`src/rtl/panda_pc_if.sv`:
```
// Fetch-side signal bundle of the PC controller: pipeline/memory inputs and fetch/flush/exception outputs.
// The master side drives the pipeline inputs; the slave side is the controller.
interface panda_pc_if;
   logic        stall_i;
   logic        ex_valid_i;
   logic        change_flow_i;
   logic [31:0] target_address_i;
   logic        fetch_ready_i;
   logic [31:0] pc_o;
   logic        fetch_req_o;
   logic        flush_if_o;
   logic        flush_id_o;
   logic        exc_misaligned_o;
   logic [31:0] exc_tval_o;

   modport master (
      output stall_i, ex_valid_i, change_flow_i, target_address_i, fetch_ready_i,
      input  pc_o, fetch_req_o, flush_if_o, flush_id_o, exc_misaligned_o, exc_tval_o
   );

   modport slave (
      input  stall_i, ex_valid_i, change_flow_i, target_address_i, fetch_ready_i,
      output pc_o, fetch_req_o, flush_if_o, flush_id_o, exc_misaligned_o, exc_tval_o
   );
endinterface

```
`src/rtl/panda_pc_controller.sv`:
```
// Program counter controller: sequential fetch, jump/branch redirects that survive fetch back-pressure,
// and instruction-address-misaligned detection on taken branch targets.
module panda_pc_controller #(
   parameter logic [31:0] BootAddr = 32'h0000_0000
) (
   input logic       clk_i,
   input logic       rst_i,
   panda_pc_if.slave bus
);

   typedef enum logic [1:0] {
      BOOT,
      RUN,
      REDIRECT_WAIT
   } state_e;

   state_e      state_q, state_d;
   logic [31:0] pc_q, pc_d;
   logic [31:0] tgt_q, tgt_d;

   logic active;
   logic flow;
   logic redirect;
   logic misaligned;
   logic accept;

   // Decode of the jump/branch unit report; nothing is honoured during the BOOT cycle.
   always_comb begin
      active     = (state_q != BOOT);
      flow       = active & bus.ex_valid_i & bus.change_flow_i;
      redirect   = flow & ~bus.target_address_i[1];
      misaligned = flow & bus.target_address_i[1];
      accept     = active & bus.fetch_ready_i;
   end

   assign bus.pc_o             = pc_q;
   assign bus.fetch_req_o      = active;
   assign bus.flush_if_o       = redirect | (state_q == REDIRECT_WAIT);
   assign bus.flush_id_o       = redirect | misaligned;
   assign bus.exc_misaligned_o = misaligned;
   assign bus.exc_tval_o       = misaligned ? bus.target_address_i : 32'h0;

   always_comb begin
      // NOTE: every next-state value gets a default first so no path through the case infers a latch.
      state_d = state_q;
      pc_d    = pc_q;
      tgt_d   = tgt_q;
      unique case (state_q)
         BOOT: begin
            state_d = RUN;
         end
         RUN: begin
            if (redirect) begin
               if (accept) begin
                  pc_d = bus.target_address_i;
               end else begin
                  tgt_d   = bus.target_address_i;
                  state_d = REDIRECT_WAIT;
               end
            end else if (accept && !bus.stall_i) begin
               pc_d = pc_q + 32'd4;
            end
         end
         REDIRECT_WAIT: begin
            // A newer redirect replaces the pending one, whether or not memory accepts this cycle.
            if (redirect) begin
               if (accept) begin
                  pc_d    = bus.target_address_i;
                  state_d = RUN;
               end else begin
                  tgt_d = bus.target_address_i;
               end
            end else if (accept) begin
               pc_d    = tgt_q;
               state_d = RUN;
            end
         end
         default: begin
            state_d = BOOT;
         end
      endcase
   end

   // NOTE: sequential state uses non-blocking assignments so all registers update from pre-edge values.
   // NOTE: the pending-target register is reset too, so a redirect interrupted by reset leaves nothing behind.
   always_ff @(posedge clk_i or posedge rst_i) begin
      if (rst_i) begin
         state_q <= BOOT;
         pc_q    <= BootAddr;
         tgt_q   <= 32'h0;
      end else begin
         state_q <= state_d;
         pc_q    <= pc_d;
         tgt_q   <= tgt_d;
      end
   end

endmodule

```
`src/flat_wrapper.sv`:
```
// flat-port wrapper written by rule: the top's interface ports become plain ports
module panda_pc_controller_flat 
#(
   parameter logic [31:0] BootAddr = 32'h0000_0000
)
  (clk_i, rst_i, bus_stall_i, bus_ex_valid_i, bus_change_flow_i, bus_target_address_i, bus_fetch_ready_i, bus_pc_o, bus_fetch_req_o, bus_flush_if_o, bus_flush_id_o, bus_exc_misaligned_o, bus_exc_tval_o);
  panda_pc_if bus_i ();
  input logic clk_i;
  input logic rst_i;
  input wire logic [$bits(bus_i.stall_i)-1:0] bus_stall_i;
  input wire logic [$bits(bus_i.ex_valid_i)-1:0] bus_ex_valid_i;
  input wire logic [$bits(bus_i.change_flow_i)-1:0] bus_change_flow_i;
  input wire logic [$bits(bus_i.target_address_i)-1:0] bus_target_address_i;
  input wire logic [$bits(bus_i.fetch_ready_i)-1:0] bus_fetch_ready_i;
  output wire logic [$bits(bus_i.pc_o)-1:0] bus_pc_o;
  output wire logic [$bits(bus_i.fetch_req_o)-1:0] bus_fetch_req_o;
  output wire logic [$bits(bus_i.flush_if_o)-1:0] bus_flush_if_o;
  output wire logic [$bits(bus_i.flush_id_o)-1:0] bus_flush_id_o;
  output wire logic [$bits(bus_i.exc_misaligned_o)-1:0] bus_exc_misaligned_o;
  output wire logic [$bits(bus_i.exc_tval_o)-1:0] bus_exc_tval_o;
  assign bus_i.stall_i = bus_stall_i;
  assign bus_i.ex_valid_i = bus_ex_valid_i;
  assign bus_i.change_flow_i = bus_change_flow_i;
  assign bus_i.target_address_i = bus_target_address_i;
  assign bus_i.fetch_ready_i = bus_fetch_ready_i;
  assign bus_pc_o = bus_i.pc_o;
  assign bus_fetch_req_o = bus_i.fetch_req_o;
  assign bus_flush_if_o = bus_i.flush_if_o;
  assign bus_flush_id_o = bus_i.flush_id_o;
  assign bus_exc_misaligned_o = bus_i.exc_misaligned_o;
  assign bus_exc_tval_o = bus_i.exc_tval_o;
  panda_pc_controller #(.BootAddr(BootAddr)) u_core (.clk_i(clk_i), .rst_i(rst_i), .bus(bus_i));
endmodule
```
`config.mk`:
```
export PLATFORM = sky130hd
export DESIGN_NAME = panda_pc_controller_flat
export DESIGN_NICKNAME = d
export VERILOG_FILES = /design/src/rtl/panda_pc_if.sv /design/src/rtl/panda_pc_controller.sv /design/src/flat_wrapper.sv
export SDC_FILE = /design/constraint.sdc
export NUM_CORES = 1
export LEC_CHECK = 0
export ABC_AREA = 1
export BUFFER_PORTS_ARGS = -buffer_cell sky130_fd_sc_hd__buf_2
export CELL_PAD_IN_SITES_DETAIL_PLACEMENT = 1
export CELL_PAD_IN_SITES_GLOBAL_PLACEMENT = 2
export CORE_ASPECT_RATIO = 1.25
export CORE_MARGIN = 2
export CORE_UTILIZATION = 28
export DETAILED_ROUTE_END_ITERATION = 6
export PLACE_DENSITY_LB_ADDON = 0.1
export SYNTH_ARGS = -nofsm -noshare
export SYNTH_HDL_FRONTEND = slang
export SYNTH_SLANG_ARGS = --single-unit
```
`constraint.sdc`:
```
create_clock -name clk_i -period 2.7 [get_ports clk_i]
set_input_delay 0.54 -clock clk_i [delete_from_list [all_inputs] [get_ports clk_i]]
set_output_delay 0.54 -clock clk_i [all_outputs]
set_load 0.05 [all_outputs]
```
==> summary.md <==
| Metric | Value |
|---|---|
| Root buffer cell | clkbuf_16 |
| DP HPWL | between 10,000 and 15,000 um |
| Routability cong. | 0.821 |
| IO Port Bufs | between 100 and 150 |
| Final period utilization | 0.955 |
| Starting Density | 0.287 |
| Util after Layout | 0.365 |
| Clock Path Buffers | 2 |
| Minimum clock period | about 2600 ps |
| Hold crit path type | input pin to asynchronous set/reset pin |
| #FFs+latches synth | 66 |
| Post-synthesis sequential area ratio | 0.366 |
| Max transition margin | 0.461 |
| Startpoint types | register |
| Final Slew Violations | 0 |
| Drt wl/cell | roughly 17 um |
| Clock sinks | between 60 and 70 |
| Crit path DAT | 2040 ps |
| DIE AREA | about 17,000 um^2 |
| RR Endpoint | u_core.bus.pc_o[13] |
| DP Area | about 5400 um^2 |
| Vias post-DR | roughly 5,000 |
| Synthesis-to-finish area growth | 27.2% |
| Status | completed |
| Final hold vios | 0 |
| Peak supply drop | about 470 uV |
| H-Tree Depth | 3 |
| Std cell rows | just over 50 |
| Routed WL | 17,400 um |
| Fmax achieved | approximately 390 MHz |
| Async set-reset flop share out of synthesis | 1.00 |
| Residual DRC | 0 |
| Number of global-route vias before repair | about 5,400 |
| Slew @ Worst Pin | roughly 800 ps |
| Finish-stage setup viols | 0 |
| Netlist cell types | 31 |
| CP Data Required Time | 2160 ps |
| Post-Syn Area per Cell | ~6.3 um^2 |
| Multi-input gate area | 2540 um^2 |
| Most used flip-flop cell after synthesis | dfrtp_1 |
| Synth Cell Area | 4510 um^2 |
| Largest net degree at the start of global routing | 39 |
| Most frequent cells in the layout | nand2_1, buf_2, nor2_1 |
| Global-route wire length before repair | between 20,000 and 30,000 um |
| Crit path max fanout | 14 |
| Post-Layout Inst Area | approximately 5700 um^2 |
| Drt pass-1 iters | 6 |
| Power Dens Cells | approximately 1200 nW/um^2 |
| Total GRT Usage | 0.209 |
| Most common cell after layout, fill and taps aside | nand2_1 |
| YS warnings | 0 |
| CTS Buf Count | 9 |
| Initial DRC count | approximately 170 |
| Clk slew on worst S/H paths | 60 ps |
| Die Span Y | 146 um |
| Max Cap Viol | 0 |
| Mapped Cells | roughly 720 |
| Share of layout cells above drive strength 1 | 0.221 |
| Clock skew | between 5 and 6 ps |
| Register area | 1650 um^2 |
| CTS tree | built |
| Net count after synthesis | ~760 |
| Antenna Nets Post-Route | 0 |
| Crit. End Element | output port |
| I/O Pins | 106 |
| Clock Latency Late Sink | approximately 350 ps |
| Via density | around 4.8 |
| Dpl cells | approximately 1,000 |
| Core box area | 15,700 um^2 |
| Fillcell total | roughly 2,100 |
| Gr ovfl total | 0 |
| Nets | between 800 and 900 |
| Postcts setup bufs | 0 |
| Static leakage power | ~3.0 nW |
| Die width | ~120 um |
| Worst Hold Slack | between 300 and 400 ps |
| Initial antenna violation count | 0 |
| Diode count | 0 |
| Reg2reg start | u_core.state_q[1] |
| Critical setup path kind | register to output port |
| Worst Reg-to-Reg Cells | 10 |
| Reg2Reg Setup Slack | about 580 ps |
| Post-synth EDFFs | 0 |
| Final Non-Filler Cells | ~1,000 |
[registers in the layout, summed over array words and instances (netlist names)]
name / cells
u_core.tgt_q: 32
u_core.state_q: 2
u_core.bus.pc_o: 32
[per-stage QoR]
stage	setup TNS, ps	setup slack, ps	total power [mW]
floorplan	-1530	-76.7	4.91
global placement	0	461	5.98
detailed placement	0	360	6.09
CTS	0	50.0	7.20
global route	-1.74	-1.74	7.70
finish	0	122	7.11
[how the worst max path moves through the flow]
| stage | startpoint | end | slack [ps] | cells after the start |
|---|---|---|---|---|
| 6_report | u_core.state_q[1] | bus_exc_tval_o[10] | 120 | 9 |
| 5_1_grt | u_core.state_q[1] | bus_exc_tval_o[10] | -2 | 9 |
| 4_1_cts | u_core.state_q[1] | bus_exc_tval_o[0] | 50 | 9 |
| 3_5_place_dp | u_core.state_q[1] | bus_exc_tval_o[21] | 360 | 9 |
| 3_3_place_gp | u_core.state_q[0] | bus_exc_tval_o[16] | 460 | 9 |
| 2_1_floorplan | u_core.state_q[0] | bus_exc_tval_o[11] | -80 | 8 |
[layer usage]
metal | share of wire | GRT usage | vias to the layer above
met1 | 0.40 | 0.228 | 2409
met2 | 0.54 | 0.406 | 102
met5 | 0 | 0 | -
met4 | 0.026 | 0.0825 | 0
met3 | 0.026 | 0.0255 | 24
li1 | - | - | 2471
[worst max-delay path, cell delays in order, from the launching register on]
cell      delay, ps
dfrtp_1         360
inv_1            70
ha_1            230
inv_2            90
nand3_1         150
nor2_4          170
inv_4           120
buf_12          180
nor2_4           80
clkbuf_4        230
[synthesized netlist by cell type, types with 2 or more instances]
master,number,area (um^2)
ha_1,4,50.1
nor2_2,4,25.0
a21oi_1,25,125
o21bai_1,5,37.5
nor2_1,112,420
inv_1,69,259
nand2_2,3,18.8
o21ai_0,72,360
inv_2,3,11.3
nand2_1,233,875
buf_6,3,33.8
dfrtp_1,66,1650
o31ai_1,2,15.0
o21ai_1,14,70.1
nand3_1,59,295
buf_4,4,30.0
buf_2,10,50.1
o21a_1,3,22.5
clkbuf_1,17,63.8
or2_2,2,12.5
[cell families (layout without fill, tap and decap cells)]
kind of cell / Yosys count / in the layout / share of synthesized area
DFF: 66 / 66 / 0.366
and+or+nand+nor: 419 / 419 / 0.375
buffers and inverters: 107 / 209 / 0.100
xor gates and xnor gates: 1 / 1 / 0.00194
AOI/OAI and AO/OA: 124 / 124 / 0.146
adders and majority gates: 4 / 4 / 0.0111
[timing repair]
item,4_1_cts,5_1_grt
setup endpoints to repair,11,19
hold buffers,0,0
resized for setup,1,30
[area by class of cell]
cell class              count  area share
multi-input cells         548       0.443
flip-flops and latches     66       0.288
repair buffers            122       0.131
inverters                  72      0.0476
well taps                 212      0.0462
clock buffers              12      0.0412
clock inverters             3     0.00305
[where the power goes]
group	internal [mW]	switching (mW)	total (mW)
clock network	0.614	0.459	1.07
logic	1.14	2.83	3.97
registers	1.46	0.604	2.07
total	3.22	3.89	7.11
No activity file was read; power rests on OpenSTA's default activity.
